## config.mk

```make
export PLATFORM = sky130hd
export DESIGN_NAME = im_loader
export DESIGN_NICKNAME = d
export VERILOG_FILES = /design/src/rtl/im_loader_pkg.sv /design/src/rtl/im_loader_csum.sv /design/src/rtl/im_loader.sv
export SDC_FILE = /design/constraint.sdc
export NUM_CORES = 1
export LEC_CHECK = 0
export BUFFER_PORTS_ARGS = -buffer_cell sky130_fd_sc_hd__buf_2
export CAP_MARGIN = 20
export CORE_MARGIN = 5
export CORE_UTILIZATION = 45
export DETAILED_ROUTE_END_ITERATION = 10
export SLEW_MARGIN = 0
export SYNTH_ARGS = -nofsm -noshare
export SYNTH_HDL_FRONTEND = slang
export SYNTH_HIERARCHICAL = 1
export SYNTH_SLANG_ARGS = --single-unit
```

## constraint.sdc

```tcl
create_clock -name clk -period 4.8 [get_ports clk]
set_input_delay 0.72 -clock clk [delete_from_list [all_inputs] [get_ports clk]]
set_output_delay 0.72 -clock clk [all_outputs]
set_load 0.02 [all_outputs]
```

## src/rtl/im_loader_pkg.sv

```systemverilog
// Shared constants for the instruction-memory loader: IM geometry
// (also used by IM and MIPSPC) and the loader state encoding.
package im_loader_pkg;

    localparam int IM_ADDR_W_m1 = 7;   // 256-entry IM
    localparam int IM_DATA_W_m1 = 7;   // 8-bit instructions

    localparam logic [2:0] ST_IDLE = 3'd0;
    localparam logic [2:0] ST_LEN  = 3'd1;
    localparam logic [2:0] ST_DATA = 3'd2;
    localparam logic [2:0] ST_CSUM = 3'd3;
    localparam logic [2:0] ST_DONE = 3'd4;
    localparam logic [2:0] ST_ERR  = 3'd5;

    typedef enum logic [2:0] {
        IDLE = ST_IDLE,
        LEN  = ST_LEN,
        DATA = ST_DATA,
        CSUM = ST_CSUM,
        DONE = ST_DONE,
        ERR  = ST_ERR
    } loadState_t;

    // States from which a new load may be launched.
    function automatic logic canStart(loadState_t s);
        return (s == IDLE) || (s == DONE) || (s == ERR);
    endfunction

endpackage

```

## src/rtl/im_loader_csum.sv

```systemverilog
// 8-bit running-sum accumulator. The zero flag reports whether the
// candidate checksum byte would bring the accumulated sum to 0 mod 256.
module im_loader_csum (
    input  logic       clk,
    input  logic       rst,
    input  logic       clr,
    input  logic       addEn,
    input  logic [7:0] addByte,
    input  logic [7:0] chkByte,
    output logic [7:0] sum,
    output logic       zero
);

    logic [7:0] total;

    // Accumulate payload bytes; clear at the start of every frame.
    always_ff @(posedge clk) begin
        if (rst || clr) sum <= 8'd0;
        else if (addEn) sum <= sum + addByte;
    end

    // Combinational check of sum + checksum byte, wrapping at 8 bits.
    always_comb begin
        total = sum + chkByte;
        zero  = (total == 8'd0);
    end

endmodule

```

## src/rtl/im_loader.sv

```systemverilog
// Instruction-memory loader: takes a LEN/payload/CSUM frame from a byte
// stream, writes the payload into IM from address 0, holds the core during
// the transfer and releases it with a PC-restart pulse on a good checksum.
module im_loader
    import im_loader_pkg::*;
#(
    parameter int IM_ADDR_W_m1 = im_loader_pkg::IM_ADDR_W_m1,
    parameter int IM_DATA_W_m1 = im_loader_pkg::IM_DATA_W_m1
) (
    input  logic                  clk,
    input  logic                  rst,
    input  logic                  start,
    input  logic                  byte_valid,
    input  logic [7:0]            byte_data,
    output logic                  byte_ready,
    output logic                  im_we,
    output logic [IM_ADDR_W_m1:0] im_waddr,
    output logic [IM_DATA_W_m1:0] im_wdata,
    output logic                  cpu_hold,
    output logic                  pc_restart,
    output logic                  done,
    output logic                  err
);

    loadState_t            state;
    logic [7:0]            count;
    logic [IM_ADDR_W_m1:0] addr;
    logic                  xfer;
    logic                  launch;
    logic                  sumAdd;
    logic [7:0]            sum;
    logic                  sumZero;

    assign xfer   = byte_valid && byte_ready;
    assign launch = start && canStart(state);
    assign sumAdd = xfer && (state == DATA);

    im_loader_csum uCsum (
        .clk     (clk),
        .rst     (rst),
        .clr     (launch),
        .addEn   (sumAdd),
        .addByte (byte_data),
        .chkByte (byte_data),
        .sum     (sum),
        .zero    (sumZero)
    );

    // Frame FSM with registered handshake, IM write port and core control.
    always_ff @(posedge clk) begin
        if (rst) begin
            state      <= IDLE;
            count      <= 8'd0;
            addr       <= '0;
            byte_ready <= 1'b0;
            im_we      <= 1'b0;
            im_waddr   <= '0;
            im_wdata   <= '0;
            cpu_hold   <= 1'b0;
            pc_restart <= 1'b0;
            done       <= 1'b0;
            err        <= 1'b0;
        end else begin
            im_we      <= 1'b0;
            pc_restart <= 1'b0;
            case (state)
                IDLE, DONE, ERR: begin
                    if (start) begin
                        state      <= LEN;
                        byte_ready <= 1'b1;
                        cpu_hold   <= 1'b1;
                        done       <= 1'b0;
                        err        <= 1'b0;
                        addr       <= '0;
                    end
                end
                LEN: begin
                    if (xfer) begin
                        count <= byte_data;
                        state <= DATA;
                    end
                end
                DATA: begin
                    if (xfer) begin
                        im_we    <= 1'b1;
                        im_waddr <= addr;
                        im_wdata <= byte_data[IM_DATA_W_m1:0];
                        // May wrap to 0 after the 256th byte; never written again.
                        addr     <= addr + 1'b1;
                        if (count == 8'd0) state <= CSUM;
                        else count <= count - 8'd1;
                    end
                end
                CSUM: begin
                    if (xfer) begin
                        byte_ready <= 1'b0;
                        if (sumZero) begin
                            state      <= DONE;
                            done       <= 1'b1;
                            cpu_hold   <= 1'b0;
                            pc_restart <= 1'b1;
                        end else begin
                            // Core stays held until a later load succeeds.
                            state <= ERR;
                            err   <= 1'b1;
                        end
                    end
                end
                default: begin
                    state      <= IDLE;
                    byte_ready <= 1'b0;
                end
            endcase
        end
    end

endmodule

```

* Word level (Yosys, flattened, before mapping)
Index checks and enable logic that the tools add are counted.
** Operators by class
- $add $sub $neg :: 3
- Equal/unequal tests :: 13
- Mux-type cells :: 29
- Bitwise gates (word level) :: 4
- Reductions and logical operators :: 23
** Operators with widths (number)
- 2-to-1 mux 8 bit :: 5
- one-hot mux 8 bit (2 select lines) :: 2
- logical NOT 8 bit :: 2
- 2-to-1 mux 3 bit :: 5
- inequality test 2 bit (second input constant) :: 7
- 2-to-1 mux 1 bit :: 12
- one-hot mux 3 bit (4 select lines) :: 1
- AND reduction 4 bit :: 3
- adder 8 x 1 -> 8 bit (second input constant) :: 1
- adder 8 bit :: 1
- subtractor 8 x 1 -> 8 bit (second input constant) :: 1
- == test 3 x 2 -> 1 bit (second input constant) :: 2
- == test 3 bit (second input constant) :: 2
- one-hot mux 1 bit (2 select lines) :: 3
- AND reduction 3 bit :: 2
- nonzero test 2 bit :: 3
- OR reduction 3 bit :: 2
- AND reduction 5 bit :: 1
- inverter 1 bit :: 4
- OR reduction 2 bit :: 2
- == test 3 x 1 -> 1 bit (second input constant) :: 1
- logical AND 1 bit :: 3
- logical NOT 3 bit :: 1
- logical OR 1 bit :: 3
- other kinds (3) :: 3
** Word-level totals
- Flip-flop bits (word level) :: 49
- Output and inout port bits :: 22
- Word-level logic and storage cells :: 84

* Longest topological paths before layout
- Word-level depth :: 5
- Mapped depth :: 10
- Mapped depth without buffers :: 10

* Cells and area by module
Netlist, hierarchy kept.
** Modules (own cells, without submodules)
- im_loader :: times used 1, cells each 235, area each 1853.0 µm², sequential area each 820.8 µm²
- im_loader_csum :: times used 1, cells each 104, area each 924.6 µm², sequential area each 160.2 µm²

* Worst setup path after synthesis
No wires, ideal clock.
- Kind :: input to register
- Start point :: input byte_data[0]
- End point :: register state[0]
- Arrival time :: 2.772 ns
- Required time :: 4.673 ns
- Setup slack :: 1.901 ns
- Cell stages on the path :: 10
- Path buffers :: 0
- Cell sequence :: ha_1 fa_1 xor2_1 nor3_1 o21ai_0 or4_4 nor4_2 nor2b_1 o311ai_0 nor3_1
** Between the ends
- Longest elaborated chain between the ends :: 5
** Ends and longest elaborated chain
- from (decl) :: RTL line im_loader.sv:14 : input logic [7:0] byte_data,
- adder 8 bit :: RTL line im_loader_csum.sv:24 : total = sum + chkByte;
- logical NOT 8 bit :: RTL line im_loader_csum.sv:25 : zero = (total == 8'd0);
- net sumZero :: RTL line im_loader.sv:32 : logic sumZero;
- 2-to-1 mux 1 bit :: RTL line im_loader.sv:97 : if (sumZero) begin
- 2-to-1 mux 3 bit :: RTL line im_loader.sv:95 : if (xfer) begin
- one-hot mux 3 bit (4 select lines) :: RTL line im_loader.sv:66 : case (state)
- to (signal assigned) :: RTL line im_loader.sv:69 : state <= LEN;
- to (signal assigned) :: RTL line im_loader.sv:98 : state <= DONE;
- to (signal assigned) :: RTL line im_loader.sv:104 : state <= ERR;
- to (decl) :: RTL line im_loader.sv:25 : loadState_t state;
The timed path passes the listed nets, and every way through them passes these cells. The select of a mux whose other input is x is not followed.
A chain may end at the register's enable or synchronous reset.

* Final worst setup path
Ends and elaborated chain as after synthesis.

==> run metrics <==
cell area after synthesis 2780 sq um; initial antenna violation count 0; post-synthesis register bit count 49; routed via count 2400; hold buffer count at CTS 0; most frequent standard cell in the layout excluding fill and tap cells sky130_fd_sc_hd__nand2_1; Tightest Hold Check Type register to register; Iter 0 DRT Violations 124; Worst Setup Start Kind primary input; count of nets after finishing 397; CP cell instances buf_2, ha_1, fa_1, xor2_1, nor3_1, o21ai_0, or4_4, nor4_2, nor2b_1, o311ai_0, nor3_1; overall routed net length 6410 um; total routing usage reported by global routing 17.6%; total inserted antenna cells 0; timing-limited maximum frequency 342 MHz; Design Power 799 uW; switching power summed over all nets 206 uW; Routed Antenna Nets 0; static leakage 0.00122 uW; detailed-route vias per instance 5.43; distinct cell type count after synthesis 56; Placement Rows 28; initial core utilization 46.6%; final critical-path required period 2.92 ns; part of the power in registers 52.4%; library cell used as clock root buffer sky130_fd_sc_hd__clkbuf_8; number of top-level design ports 34; run status finished, final reports clean; TritonCTS clock tree built; die area 7840 sq um; cell with the largest stage delay on the worst path sky130_fd_sc_hd__or4_4; Crit Path Max Fanout 5; setup slack of the most critical reg-to-reg path 2.08 ns; fraction of final layout cells sized beyond drive strength 1 15.0%; vias in the first global route 2247; worst setup skew after layout 0.00514 ns; met2 Resource Use GR 29.8%; fraction of power consumed by the clock network 38.0%; warning count from the yosys run 6; post-synthesis sequential area ratio 35.3%; critical setup path kind primary input to register; total number of clock tree sinks 49; HPWL after detailed placement 4600 um; post-CTS sizing 0; maximum buffer depth of the clock tree 2; H-tree Lvls 2; final RePlAce weighted congestion 0.799; element type at the critical path end register; data arrival time of the worst path 3.11 ns; Worst Max-Slew Pin Slew 0.693 ns; met1 track demand over resource 23.3%; Most Used Layer, Global Route met2; final-report max-slew violation count 0; switching share of total power 25.7%; mean routed wirelength per cell 14.5 um; CTS buffer count 5; Fin. Hold Viols 0; remaining max-slew budget at the tightest pin 53.8%; worst vdd ir 0.000164 V; GRT overflow 0; final core utilization 51.9%; combinational power share 9.6%; Post-CTS Setup Repair Bufs 0; required time reported for the critical path endpoint 4.99 ns; Core Box Area 5960 sq um; EDFF count, synth 0; Pint 593 uW; residual DRC count 0; DR pass1 iterations 4; register clock-pin slew on the reported worst setup and hold paths 0.09 ns; unrepaired setup endpoints after global routing false; most instantiated flip-flop cell in the synthesis netlist sky130_fd_sc_hd__dfxtp_1; first-pass GRT wire length 10800 um; mean post-synth cell area 8.19 sq um; final setup violation count 0; GR met3 Demand/Resource 2.98%; critical path's most frequent cell sky130_fd_sc_hd__nor3_1; power per unit of standard cell area 259 nW/um^2; Sum Neg Setup Slack 0 ns; maximum cell stage delay along the critical path 0.52 ns; maximum number of pins on one net before global-route repair 37; count of maximum capacitance violations 0; latest clock arrival within the worst-skew pair 0.30 ns; P&R area growth vs syn 11.2%; cell count after synthesis 339; final worst-path cycle share 60.9%; PortBufs 33; Die Width 88.6 um; synthesized net count 370; Die Ht 88.6 um; leading cell types in the layout, fill and taps excluded 50 x sky130_fd_sc_hd__nand2_1, 49 x sky130_fd_sc_hd__dfxtp_1, 41 x sky130_fd_sc_hd__a21oi_1, 37 x sky130_fd_sc_hd__nor2_1, 33 x sky130_fd_sc_hd__buf_2; fraction of synthesis flops using an asynchronous set or reset pin 0%
## power groups by stage
stage	clock, uW	sequential [uW]	combinational, uW
after floorplan	0	426	53.5
after global placement	0	428	76.3
after detailed placement	0	428	76.4
after CTS	313	419	76.9
after global routing	328	420	85.4
final	304	419	76.8
## kinds of logic after synthesis
| logic type | Yosys count | synth area share, % |
|---|---|---|
| xor gates and xnor gates | 13 | 4.10 |
| adders and majority gates | 19 | 9.10 |
| DFF | 49 | 35.3 |
| muxes | 6 | 2.21 |
| AOI/OAI and AO/OA | 93 | 22.1 |
| and+or+nand+nor | 134 | 23.2 |
| buffers and inverters | 25 | 3.96 |
## Yosys cell counts (all sizes together), types with 2 or more instances
cell     instances  area (sq um)
a32oi            2          17.5
xnor2            5          43.8
a31oi            3          18.8
buf              5          30.0
and3             2          12.5
inv             11          41.3
ha              17           213
nand2           50           188
nand4b           2          17.5
a21o             8          60.1
mux2i            5          50.1
o311ai           2          17.5
o21bai           3          26.3
o31ai            2          15.0
xor2             8          70.1
o2111ai          3          26.3
a21oi           42           214
dfxtp           49           981
or2              3          18.8
nand3            8          52.6
nand4            3          18.8
o211ai           3          22.5
clkbuf           8          30.0
nor3            11          55.1
a211oi           4          35.0
or3              5          31.3
nor4             3          25.0
nor2b            2          12.5
nor2            37           139
o21ai           14          73.8
nand2b           2          12.5
fa               2          40.0
nor3b            4          41.3
## final timing paths
kind	startpoint	depth (start not counted)	endpoint
worst max-delay path	byte_data[0]	11	state[0]$_SDFFE_PP0P_
worst min-delay path	im_waddr[6]$_SDFFE_PP0P_	2	im_waddr[6]$_SDFFE_PP0P_
worst max register to register	uCsum/sum[0]$_SDFFE_PP0P_	10	state[0]$_SDFFE_PP0P_
worst min register to register	im_waddr[6]$_SDFFE_PP0P_	2	im_waddr[6]$_SDFFE_PP0P_
## metal layers
metal | vias up | wire, um
li1 | 1265 | -
met1 | 1080 | 3080
met2 | 49 | 2940
met3 | 6 | 325
met4 | 0 | 62
met5 | - | 0
## sequential cells by signal (all words and copies together), names as in the netlist
| name | flops |
|---|---|
| byte_ready | 1 |
| im_we | 1 |
| im_wdata | 8 |
| state | 3 |
| addr | 8 |
| count | 8 |
| err | 1 |
| uCsum/sum | 8 |
| done | 1 |
| pc_restart | 1 |
| cpu_hold | 1 |
| im_waddr | 8 |
## critical path: cells and delay by family
kind | cells | cell delay (ns)
AO/OA/AOI/OAI | 2 | 0.41
AND/OR/NAND/NOR | 5 | 1.04
XOR/XNOR | 1 | 0.16
buffers and inverters | 1 | 0.13
adder cells (fa/ha/maj) | 2 | 0.65
## per-stage QoR
stage / area (sq um) / hold slack [ns] / worst slack [ns] / cells
after floorplan: 2780 / 0.439 / 1.90 / 339
after global placement: 2980 / 0.440 / 1.58 / 434
final: 3090 / 0.455 / 1.88 / 442
after global routing: 3090 / 0.485 / 1.65 / 442
after detailed placement: 2980 / 0.443 / 1.53 / 434
after CTS: 3090 / 0.457 / 1.86 / 442
## layout make-up
class | count | area (sq um)
inverter | 12 | 50.0
tap | 75 | 93.8
clock buffer | 5 | 68.8
timing repair buffer | 33 | 165
clock inverter | 3 | 43.8
sequential | 49 | 981
fill | 595 | 2870
multi-input combinational | 265 | 1690
Note: power is estimated with default switching activity, not from simulation.
